## config.mk

```make
export PLATFORM = sky130hd
export DESIGN_NAME = serial_out_cmd_ctrl_flat
export DESIGN_NICKNAME = d
export VERILOG_FILES = /design/src/rtl/serial_out_cmd_ctrl_pkg.sv /design/src/rtl/serial_out_cmd_ctrl_if.sv /design/src/rtl/serial_out_cmd_ctrl_gap_timer.sv /design/src/rtl/serial_out_cmd_ctrl.sv /design/src/flat_wrapper.sv
export SDC_FILE = /design/constraint.sdc
export NUM_CORES = 1
export LEC_CHECK = 0
export ABC_AREA = 1
export BUFFER_PORTS_ARGS = -buffer_cell sky130_fd_sc_hd__buf_2
export CORE_MARGIN = 2
export CORE_UTILIZATION = 30
export CTS_BUF_LIST = sky130_fd_sc_hd__clkbuf_16
export CTS_CLUSTER_SIZE = 16
export DETAILED_ROUTE_END_ITERATION = 10
export PLACE_DENSITY_LB_ADDON = 0.12
export SYNTH_ARGS = -nofsm -noshare
export SYNTH_HDL_FRONTEND = slang
export SYNTH_SLANG_ARGS = --single-unit
```

## constraint.sdc

```tcl
create_clock -name clk_i -period 2.04 [get_ports clk_i]
set_clock_uncertainty 0.1 [all_clocks]
set_input_delay 0.204 -clock clk_i [delete_from_list [all_inputs] [get_ports clk_i]]
set_output_delay 0.204 -clock clk_i [all_outputs]
set_load 0.05 [all_outputs]
```

## src/rtl/serial_out_cmd_ctrl_pkg.sv

```systemverilog
// Shared definitions for the serial-output command parser: command opcodes,
// control-byte field layout, parser state encoding and power-up periods.
package serial_out_cmd_pkg;

  localparam logic [7:0] CMD_FREQ      = 8'h0A;
  localparam logic [7:0] CMD_DATA      = 8'h0B;
  localparam logic [1:0] CTRL_OP_START = 2'b01;

  // Control byte layout: [7:4] channel, [3] reserved, [2] mode, [1:0] opcode
  localparam int CTRL_CH_MSB   = 7;
  localparam int CTRL_CH_LSB   = 4;
  localparam int CTRL_RSVD_BIT = 3;
  localparam int CTRL_MODE_BIT = 2;
  localparam int CTRL_OP_MSB   = 1;
  localparam int CTRL_OP_LSB   = 0;

  localparam logic [7:0] SLOW_PERIOD_RST = 8'h14;
  localparam logic [7:0] FAST_PERIOD_RST = 8'h05;

  typedef enum logic [2:0] {
    IDLE,
    FREQ_PAT,
    SLOW,
    FAST,
    COMMIT_F,
    DATA_PAT,
    CTRL,
    COMMIT_D
  } cmd_state_e;

  // A control byte starts a channel only if reserved is clear, the opcode is
  // START and the channel index exists in this build.
  function automatic logic ctrl_byte_ok(input logic [7:0] b, input int unsigned out_num);
    return (b[CTRL_RSVD_BIT] == 1'b0) &&
           (b[CTRL_OP_MSB:CTRL_OP_LSB] == CTRL_OP_START) &&
           ({28'd0, b[CTRL_CH_MSB:CTRL_CH_LSB]} < out_num);
  endfunction

endpackage

```

## src/rtl/serial_out_cmd_ctrl_if.sv

```systemverilog
// Byte-stream input and configuration outputs of the serial-output command
// parser. The parser connects through the slave modport; whoever feeds bytes
// and consumes the configuration uses the master modport.
interface serial_out_cmd_ctrl_if #(
  parameter int DATA_BIT   = 32,
  parameter int OUTPUT_NUM = 16
);
  logic [7:0]            data_i;
  logic                  rx_done_tick_i;
  logic [DATA_BIT-1:0]   pattern_o;
  logic [7:0]            slow_period_o;
  logic [7:0]            fast_period_o;
  logic                  freq_we_o;
  logic [OUTPUT_NUM-1:0] chan_we_o;
  logic                  mode_o;
  logic                  busy_o;
  logic                  err_tick_o;

  modport slave (
    input  data_i, rx_done_tick_i,
    output pattern_o, slow_period_o, fast_period_o, freq_we_o,
           chan_we_o, mode_o, busy_o, err_tick_o
  );

  modport master (
    output data_i, rx_done_tick_i,
    input  pattern_o, slow_period_o, fast_period_o, freq_we_o,
           chan_we_o, mode_o, busy_o, err_tick_o
  );
endinterface

```

## src/rtl/serial_out_cmd_ctrl_gap_timer.sv

```systemverilog
// Inter-byte gap timer: counts idle clocks while enabled, restarts on every
// clear, and emits a one-cycle expire tick when the gap reaches TIMEOUT_CYC-1.
// A clear in the expiring cycle suppresses the tick.
module cmd_gap_timer #(
  parameter int TIMEOUT_CYC = 20000
) (
  input  logic clk_i,
  input  logic rst_ni,
  input  logic clear_i,
  input  logic enable_i,
  output logic expire_o
);
  localparam int CNT_W = (TIMEOUT_CYC > 2) ? $clog2(TIMEOUT_CYC) : 1;

  logic [CNT_W-1:0] cnt_q;

  assign expire_o = enable_i && !clear_i && (cnt_q == CNT_W'(TIMEOUT_CYC - 1));

  // Gap counter: held at zero while disabled, restarts on a byte or on expiry
  always_ff @(posedge clk_i or negedge rst_ni) begin
    if (!rst_ni) begin
      cnt_q <= '0;
    end else if (clear_i || !enable_i || expire_o) begin
      cnt_q <= '0;
    end else begin
      cnt_q <= cnt_q + 1'b1;
    end
  end
endmodule

```

## src/rtl/serial_out_cmd_ctrl.sv

```systemverilog
// UART command parser / sequencer for the diff_freq_serial_out channel bank.
// Frames 0x0A (frequency update) and 0x0B (pattern/channel start) commands
// and issues one-cycle write strobes one clock after the final byte.
// Optional feature: define SERIAL_OUT_CMD_TIMEOUT_EN to abort frames whose
// inter-byte gap reaches TIMEOUT_CYC clocks.
module serial_out_cmd_ctrl
  import serial_out_cmd_pkg::*;
#(
  parameter int PACK_NUM    = 4,
  parameter int DATA_BIT    = 32,
  parameter int OUTPUT_NUM  = 16,
  parameter int TIMEOUT_CYC = 20000
) (
  input  logic                  clk_i,
  input  logic                  rst_ni,
  serial_out_cmd_ctrl_if.slave  bus
);
  localparam int CNT_W = $clog2(PACK_NUM + 1);

  if (DATA_BIT != PACK_NUM * 8) begin : g_bad_width
    $error("DATA_BIT must equal PACK_NUM*8");
  end
  if (OUTPUT_NUM > 16 || OUTPUT_NUM < 1) begin : g_bad_outnum
    $error("OUTPUT_NUM must be 1..16");
  end
  if (TIMEOUT_CYC < 2) begin : g_bad_timeout
    $error("TIMEOUT_CYC must be at least 2");
  end

  cmd_state_e            state_q, state_d;
  logic                  tick;
  logic [7:0]            byte_in;
  logic                  idle_like;
  logic                  last_pat;
  logic                  ctrl_ok;
  logic                  expire;
  logic                  err_d;
  logic [CNT_W-1:0]      cnt_q;
  logic [DATA_BIT-1:0]   pat_sh;
  logic [7:0]            slow_sh;
  logic [DATA_BIT-1:0]   pattern_q;
  logic [7:0]            slow_q, fast_q;
  logic                  mode_q;
  logic [3:0]            chan_q;
  logic                  err_q;

  assign tick    = bus.rx_done_tick_i;
  assign byte_in = bus.data_i;
  // COMMIT states last one cycle and accept a new command byte like IDLE
  assign idle_like = (state_q == IDLE) || (state_q == COMMIT_F) || (state_q == COMMIT_D);
  assign last_pat  = (cnt_q == CNT_W'(PACK_NUM - 1));
  assign ctrl_ok   = ctrl_byte_ok(byte_in, OUTPUT_NUM);

`ifdef SERIAL_OUT_CMD_TIMEOUT_EN
  cmd_gap_timer #(
    .TIMEOUT_CYC (TIMEOUT_CYC)
  ) u_gap_timer (
    .clk_i    (clk_i),
    .rst_ni   (rst_ni),
    .clear_i  (tick),
    .enable_i (state_q != IDLE),
    .expire_o (expire)
  );
`else
  assign expire = 1'b0;
`endif

  // Parser state register
  always_ff @(posedge clk_i or negedge rst_ni) begin
    if (!rst_ni) state_q <= IDLE;
    else         state_q <= state_d;
  end

  // Next-state logic; a frame advances only on byte ticks
  always_comb begin
    state_d = state_q;
    unique case (state_q)
      IDLE, COMMIT_F, COMMIT_D: begin
        state_d = IDLE;
        if (tick && byte_in == CMD_FREQ)      state_d = FREQ_PAT;
        else if (tick && byte_in == CMD_DATA) state_d = DATA_PAT;
      end
      FREQ_PAT: if (tick && last_pat) state_d = SLOW;
      SLOW:     if (tick)             state_d = FAST;
      FAST:     if (tick)             state_d = COMMIT_F;
      DATA_PAT: if (tick && last_pat) state_d = CTRL;
      CTRL:     if (tick)             state_d = ctrl_ok ? COMMIT_D : IDLE;
      default:                        state_d = IDLE;
    endcase
    if (expire) state_d = IDLE;
  end

  // Discard detection: unknown opcode, rejected control byte or gap timeout
  always_comb begin
    err_d = expire;
    if (tick && idle_like && byte_in != CMD_FREQ && byte_in != CMD_DATA) err_d = 1'b1;
    if (tick && state_q == CTRL && !ctrl_ok)                             err_d = 1'b1;
  end

  // Pattern byte counter, cleared whenever a new command byte is taken
  always_ff @(posedge clk_i or negedge rst_ni) begin
    if (!rst_ni) begin
      cnt_q <= '0;
    end else if (tick) begin
      if (idle_like) cnt_q <= '0;
      else if (state_q == FREQ_PAT || state_q == DATA_PAT) cnt_q <= cnt_q + 1'b1;
    end
  end

  // Internal shift/shadow registers; only meaningful once a frame completes
  always_ff @(posedge clk_i) begin
    if (tick && (state_q == FREQ_PAT || state_q == DATA_PAT)) pat_sh <= DATA_BIT'({pat_sh, byte_in});
    if (tick && state_q == SLOW) slow_sh <= byte_in;
  end

  // Visible configuration registers load on the final byte so they change
  // together with the strobe in the COMMIT cycle
  always_ff @(posedge clk_i or negedge rst_ni) begin
    if (!rst_ni) begin
      pattern_q <= '0;
      slow_q    <= SLOW_PERIOD_RST;
      fast_q    <= FAST_PERIOD_RST;
      mode_q    <= 1'b0;
      chan_q    <= '0;
      err_q     <= 1'b0;
    end else begin
      err_q <= err_d;
      if (tick && state_q == FAST && !expire) begin
        slow_q <= slow_sh;
        fast_q <= byte_in;
      end
      if (tick && state_q == CTRL && ctrl_ok) begin
        pattern_q <= pat_sh;
        mode_q    <= byte_in[CTRL_MODE_BIT];
        chan_q    <= byte_in[CTRL_CH_MSB:CTRL_CH_LSB];
      end
    end
  end

  // Strobes and status decoded from the current state
  always_comb begin
    bus.busy_o    = (state_q != IDLE);
    bus.freq_we_o = (state_q == COMMIT_F);
    bus.chan_we_o = '0;
    for (int i = 0; i < OUTPUT_NUM; i++) begin
      bus.chan_we_o[i] = (state_q == COMMIT_D) && (chan_q == 4'(i));
    end
  end

  assign bus.pattern_o     = pattern_q;
  assign bus.slow_period_o = slow_q;
  assign bus.fast_period_o = fast_q;
  assign bus.mode_o        = mode_q;
  assign bus.err_tick_o    = err_q;

endmodule

```

## src/flat_wrapper.sv

```systemverilog
// flat-port wrapper written by rule: the top's interface ports become plain ports
module serial_out_cmd_ctrl_flat import serial_out_cmd_pkg::*;
#(
  parameter int PACK_NUM    = 4,
  parameter int DATA_BIT    = 32,
  parameter int OUTPUT_NUM  = 16,
  parameter int TIMEOUT_CYC = 20000
)
  (clk_i, rst_ni, bus_data_i, bus_rx_done_tick_i, bus_pattern_o, bus_slow_period_o, bus_fast_period_o, bus_freq_we_o, bus_chan_we_o, bus_mode_o, bus_busy_o, bus_err_tick_o);
  serial_out_cmd_ctrl_if #(.DATA_BIT(DATA_BIT), .OUTPUT_NUM(OUTPUT_NUM)) bus_i ();
  input  logic clk_i;
  input  logic rst_ni;
  input wire logic [$bits(bus_i.data_i)-1:0] bus_data_i;
  input wire logic [$bits(bus_i.rx_done_tick_i)-1:0] bus_rx_done_tick_i;
  output wire logic [$bits(bus_i.pattern_o)-1:0] bus_pattern_o;
  output wire logic [$bits(bus_i.slow_period_o)-1:0] bus_slow_period_o;
  output wire logic [$bits(bus_i.fast_period_o)-1:0] bus_fast_period_o;
  output wire logic [$bits(bus_i.freq_we_o)-1:0] bus_freq_we_o;
  output wire logic [$bits(bus_i.chan_we_o)-1:0] bus_chan_we_o;
  output wire logic [$bits(bus_i.mode_o)-1:0] bus_mode_o;
  output wire logic [$bits(bus_i.busy_o)-1:0] bus_busy_o;
  output wire logic [$bits(bus_i.err_tick_o)-1:0] bus_err_tick_o;
  assign bus_i.data_i = bus_data_i;
  assign bus_i.rx_done_tick_i = bus_rx_done_tick_i;
  assign bus_pattern_o = bus_i.pattern_o;
  assign bus_slow_period_o = bus_i.slow_period_o;
  assign bus_fast_period_o = bus_i.fast_period_o;
  assign bus_freq_we_o = bus_i.freq_we_o;
  assign bus_chan_we_o = bus_i.chan_we_o;
  assign bus_mode_o = bus_i.mode_o;
  assign bus_busy_o = bus_i.busy_o;
  assign bus_err_tick_o = bus_i.err_tick_o;
  serial_out_cmd_ctrl #(.PACK_NUM(PACK_NUM), .DATA_BIT(DATA_BIT), .OUTPUT_NUM(OUTPUT_NUM), .TIMEOUT_CYC(TIMEOUT_CYC)) u_core (.clk_i(clk_i), .rst_ni(rst_ni), .bus(bus_i));
endmodule
```

==> results of run 1 <==
==> through the flow <==
stage / cell area, sq um / hold WS [ns] / util [%]
after floorplan: 3955 / -0.1916 / -
after global placement: 4523 / 0.1478 / 35.55
after detailed placement: 4523 / 0.1468 / 35.55
after CTS: 4831 / 0.008041 / 37.97
after global routing: 4850 / 0.006633 / 38.12
final: 4850 / 0.01715 / 38.12
==> synth_stat cells <==
cell      count  area, sq um
inv_2         2        7.510
a22oi_1       1        7.510
dfrtp_1      56         1401
buf_2         8        40.04
o21ai_2       9        78.83
o21ai_1       3        15.01
nor2_1       35        131.4
ha_1          2        25.02
inv_1        17        63.81
o21ai_0       3        15.01
nand3_2       2        20.02
a21oi_1       1        5.000
buf_6         4        45.04
nand2_1     123        461.7
nand4_1       2        12.51
nand2_4       1        11.26
inv_4         1        6.260
edfxtp_1     40         1201
nand3_1      48        240.2
dfstp_2       4        105.1
a22o_1        1        8.760
nor3_1        1        5.000
nand2_2       1        6.260
nor2_4        1        11.26
buf_4         4        30.03
==> power groups by stage <==
stage / Clock, mW / Combinational (mW) / Sequential (mW)
6_report: 1.67 / 2.61 / 3.05
5_1_grt: 1.82 / 2.82 / 3.13
4_1_cts: 1.74 / 2.64 / 3.06
3_5_place_dp: 0 / 2.63 / 3.09
3_3_place_gp: 0 / 2.62 / 3.07
2_1_floorplan: 0 / 0.860 / 4.18
==> worst reg2reg max path: stages (launching register included) <==
cell	delay, ns
dfrtp_2	0.45
inv_1	0.14
nor2_1	0.19
inv_1	0.09
nor3_1	0.15
buf_4	0.20
==> worst paths after layout <==
check,cells past startpoint,slack [ns],from,end
max in group asynchronous,3,1.22,rst_ni,u_core.bus.slow_period_o[4]
min,1,0.02,bus_data_i[3],u_core.slow_sh[3]
min in group asynchronous,3,0.31,rst_ni,u_core.bus.pattern_o[18]
max reg2reg,5,0.44,u_core.state_q[1],u_core.slow_sh[6]
max,5,0.09,u_core.state_q[1],bus_chan_we_o[15]
min reg2reg,0,0.35,u_core.pat_sh[22],u_core.pat_sh[30]
==> sequential cells by signal, summed over array words and instances, names as in the netlist <==
signal / flops
u_core.bus.mode_o: 1
u_core.cnt_q: 3
u_core.state_q: 3
u_core.bus.fast_period_o: 8
u_core.bus.err_tick_o: 1
u_core.bus.pattern_o: 32
u_core.chan_q: 4
u_core.bus.slow_period_o: 8
u_core.slow_sh: 8
u_core.pat_sh: 32
==> logic make-up after synthesis <==
| kind of cell | after synthesis | synth area share, % |
|---|---|---|
| adders and majority gates | 2 | 0.6326 |
| buffers and inverters | 36 | 4.872 |
| AOI/OAI and AO/OA | 18 | 3.290 |
| and+or+nand+nor | 214 | 22.75 |
| DFF | 100 | 68.46 |
==> cell type report <==
| cell class | count | area [sq um] | share of cell area, % |
|---|---|---|---|
| clock inverters | 7 | 67.56 | 1.393 |
| repair buffers | 86 | 490.5 | 10.11 |
| flip-flops and latches | 100 | 2711 | 55.91 |
| multi-input cells | 234 | 1062 | 21.90 |
| clock buffers | 9 | 225.2 | 4.644 |
| inverters | 20 | 77.57 | 1.600 |
| well taps | 172 | 215.2 | 4.438 |
==> repair_timing <==
action,in CTS,in global routing
buffers inserted,0,0
endpoints found under the hold margin,56,0
resized for setup,3,7
hold buffers,1,0
endpoints found under the setup margin,16,16
==> routing by layer <==
layer | wire (microns) | track usage (%)
met5 | 0 | 0
met2 | 4221 | 21.30
met4 | 108 | 4.018
met3 | 392 | 4.502
met1 | 3964 | 16.36
==> impl_results.md, run 1 <==
* Final Setup Violations at 0
* Layout cells sized above 1 at 27.19%
* Total negative slack at 0 ns
* Worst slew pin tran at 0.4901 ns
* Avg Inst Size Synth at 10.69 sq um
* First-pass GRT wire length at 14460 microns
* Slew headroom at 67.21%
* Yosys cell types at 25
* GRT Overall Usage at 13.07%
* CTS Buf Count at 9
* Post-route DRC violation count at 0
* CTS Buffer Depth at 2
* Net Switching at 3.084 mW
* Syn Inst Count at 370
* Internal power at 4.248 mW
* Crit path kind: register to output port
* Req. time, crit path at 1.74 ns
* Clk slew on worst S/H paths at 0.07 ns
* DP HPWL at 5795 microns
* Htree depth at 3
* Share of power burned in registers at 41.6%
* Comb pwr share at 35.6%
* Max Clock Freq at 512.1 MHz
* Via count of the first global-routing pass at 2870
* CTS tree: yes
* Final wirelength at 8687 microns
* PnR worst setup slack at 0.08707 ns
* Non-Filler Instances at 628
* Worst Path Arrival at 1.65 ns
* Routed wire per std cell at 13.83 microns
* Slowest-stage cell, CP: dfrtp_2
* CP Launch Type: register
* TritonRoute pass-1 iters at 4
* Post-synthesis sequential area ratio at 68.46%
* Core ar. at 12720 sq um
* Fin. Hold Viols at 0
* Crit-path leading delay family: simple AND/OR/NAND/NOR gates
* Most common cell after layout, fill and taps aside: nand2_1
* DIE HEIGHT at 118.8 microns
* PortBufs at 78
* Die Width at 118.8 microns
* Commonest cells after routing, fill and taps aside: nand2_1, buf_2, dfrtp_1, nand3_1, edfxtp_1
* Final ANT Viol Nets at 0
* Diodes inserted at 0
* Worst-Skew Late Latency at 0.34 ns
* Yosys warning total at 0
* Nets at 464
* Tcrit/Tclk final at 95.73%
* Max VDD drop at 0.5404 mV
* Std-Cell Rows at 41
* CP Buf/Inv Count at 2
* Post-synth net total at 383
* Clk pwr share at 22.8%
* Place WS at 0.2098 ns
* HP Class: input port to register
* Initial Util at 31.09%
* Seq cells post-synth at 100
* Worst-path cell chain: inv_1 -> nor2_4 -> nand3_1 -> nor2_1 -> clkbuf_4
* Fill count at 1354
* I/O pins at 79
* Switch share at 42.06%
* Gr ovfl total at 0
* Routability cong. at 0.7664
* Crit. End Element: output port
* Die area at 14120 sq um
* Static leakage at 2.386 nW
* Power Density at 1512 nW/um^2
* # placed instances at 611
* 1st-iter DRT viols at 136
* Cell area after synthesis at 3955 sq um
* Minimum clock period at 1.953 ns
* Slew Viols, Final at 0
* CTS Sinks at 100
* Root Buffer Master: clkbuf_16
* Routed via count at 2796
* Status: finished, final reports clean
* Layout area overhead at 22.62%
* Pin count of the biggest net entering global routing at 61
* Initial antenna violation count at 0
* Slowest stage delay, CP at 0.45 ns
* Post-DR vias/cell at 4.452
* Max-cap violations at 0
* Crit path max fanout at 8
* Design Power at 7.331 mW
Power figures use the tool's default switching activity.
==> run 2: changes to the inputs <==
--- a/config.mk
+++ b/config.mk
@@ -12,7 +12,9 @@
 export CTS_BUF_LIST = sky130_fd_sc_hd__clkbuf_16
 export CTS_CLUSTER_SIZE = 16
 export DETAILED_ROUTE_END_ITERATION = 10
+export HOLD_SLACK_MARGIN = 0.12
 export PLACE_DENSITY_LB_ADDON = 0.12
+export SLEW_MARGIN = 0
 export SYNTH_ARGS = -nofsm -noshare
 export SYNTH_HDL_FRONTEND = slang
 export SYNTH_SLANG_ARGS = --single-unit
==> run 2 against run 1 <==
  * Critical path depth unchanged
  * Sequential share of layout area decreased by 0.91 points
  * Hold slack improved by 0.13 ns
  * Critical endpoint unchanged
  * Largest cell class unchanged
  * Largest power group unchanged
==> impl_results.md, run 2 (synthesis results as in run 1) <==
* DP HPWL at 5795 microns
* PortBufs at 78
* CTS Buf Count at 9
* I/O pins at 79
* Htree depth at 3
* Area occupied by registers at 2711 sq um
* Routed wire per std cell at 13.75 microns
* Initial Util at 31.09%
* Diodes inserted at 0
* Place WS at 0.2098 ns
* 1st-iter DRT viols at 137
* PnR worst setup slack at 0.08897 ns
* Worst slew pin tran at 0.4912 ns
* Max VDD drop at 0.6972 mV
* Root Buffer Master: clkbuf_16
* Std-Cell Rows at 41
* Worst-path cell chain: nand2_1 -> nor2_4 -> nand3_1 -> nor2_1 -> clkbuf_4
* CTS Sinks at 100
* CP Launch Type: register
* Most common cell after layout, fill and taps aside: nand2_1
* Die area at 14120 sq um
* Internal power at 4.258 mW
* Slew Viols, Final at 0
* Crit path kind: register to output port
* Die Width at 118.8 microns
* Commonest cells after routing, fill and taps aside: nand2_1, buf_2, dfrtp_1, nand3_1, edfxtp_1
* Minimum clock period at 1.951 ns
* Post-CTS setup buffers at 0
* Fin. Hold Viols at 0
* Layout area overhead at 24.64%
* Area of the multi-input gates at 1062 sq um
* Max Clock Freq at 512.5 MHz
* Status: finished, final reports clean
* Worst-Skew Late Latency at 0.34 ns
* CTS tree: yes
* # placed instances at 611
* Static leakage at 2.420 nW
* Via count of the first global-routing pass at 2901
* TritonRoute pass-1 iters at 5
* Non-Filler Instances at 636
* Worst R2R Path Depth at 5
* Finished Core Util at 38.75%
* Worst Path Arrival at 1.65 ns
* Comb pwr share at 35.7%
* Power Density at 1490 nW/um^2
* Clk slew on worst S/H paths at 0.06 ns
* DIE HEIGHT at 118.8 microns
* Crit. Startpoint: u_core.state_q[2]
* Final ANT Viol Nets at 0
* Gr ovfl total at 0
* Switch share at 42.05%
* Max-cap violations at 0
* Crit. End Element: output port
* CTS Buffer Depth at 2
* Slew headroom at 67.13%
* Setup crit end: bus_chan_we_o[15]
* Fill count at 1350
* Reg2reg start: u_core.state_q[1]
* HP Class: input port to register
* Post-route DRC violation count at 0
* Clk pwr share at 22.8%
* Pin count of the biggest net entering global routing at 61
* Core ar. at 12720 sq um
* Initial antenna violation count at 0
* Layout cells sized above 1 at 26.72%
* Req. time, crit path at 1.74 ns
* Final wirelength at 8745 microns
* Routed via count at 2825
* First-pass GRT wire length at 14560 microns
* Nets at 472
* Crit path max fanout at 8
* Slowest-stage cell, CP: dfrtp_2
* Slowest stage delay, CP at 0.45 ns
* Post-DR vias/cell at 4.442
* Share of power burned in registers at 41.5%
* Setup slack, reg-to-reg at 0.44 ns
* Final Setup Violations at 0
* Tcrit/Tclk final at 95.64%
* GRT Overall Usage at 13.14%
* Net Switching at 3.090 mW
* Routability cong. at 0.7664
* Reg2reg end: u_core.slow_sh[6]
[run 2: changes by cell type in the layout (fill, tap and decap cells not counted)]
cell / previous run / this run
dlygate4sd3_1: 1 / 9
[run 2: worst min-delay path by stage]
| stage | startpoint | end | slack [ns] | depth (start not counted) |
|---|---|---|---|---|
| global placement | rst_ni | u_core.bus.pattern_o[19] | 0.15 | 2 |
| CTS | bus_rx_done_tick_i | u_core.state_q[0] | 0.14 | 3 |
| global route | bus_rx_done_tick_i | u_core.bus.err_tick_o | 0.18 | 3 |
| finish | bus_rx_done_tick_i | u_core.state_q[0] | 0.15 | 3 |
| floorplan | rst_ni | u_core.bus.err_tick_o | -0.19 | 0 |
| detailed placement | rst_ni | u_core.bus.pattern_o[27] | 0.15 | 2 |
[run 2: critical path: cells and delay by family, from the launching register on]
family	cells	cell delay [ns]
flops	1	0.45
simple gates	4	0.61
buf+inv	1	0.25
[run 2: repair_timing]
| action | CTS | global route |
|---|---|---|
| pin swaps | 0 | 0 |
| gates cloned | 0 | 0 |
| setup endpoints to repair | 16 | 16 |
| endpoints found under the hold margin | 84 | 0 |
| hold buffers | 9 | 0 |
| resized for setup | 3 | 7 |
[run 2: layer usage]
layer	part of all wire (%)	global-route usage, %	vias to the layer above
met5	0	0	-
met4	1.2	4.018	0
met3	5.3	4.406	9
met2	48	21.59	70
met1	45	16.39	1355
li1	-	-	1391
[run 2: final cells by class]
cell class | instances | area share [%]
repair buffers | 94 | 11.57
well taps | 172 | 4.365
clock inverters | 7 | 1.371
clock buffers | 9 | 4.569
inverters | 20 | 1.574
flip-flops and latches | 100 | 55.00
multi-input cells | 234 | 21.55
[run 2: stage by stage]
step / hold WS, ns / total power [mW] / cell area [sq um] / setup TNS [ns]
finish: 0.1481 / 7.347 / 4930 / 0
floorplan: -0.1916 / 5.039 / 3955 / 0
global placement: 0.1478 / 5.688 / 4523 / 0
global route: 0.1847 / 7.788 / 4930 / -0.005553
CTS: 0.1380 / 7.448 / 4911 / 0
detailed placement: 0.1468 / 5.714 / 4523 / 0
[run 2: power by group through the flow]
stage | registers, mW | logic (mW) | clock network, mW
floorplan | 4.18 | 0.860 | 0
global placement | 3.07 | 2.62 | 0
detailed placement | 3.09 | 2.63 | 0
CTS | 3.06 | 2.65 | 1.74
global route | 3.13 | 2.84 | 1.82
finish | 3.05 | 2.62 | 1.67
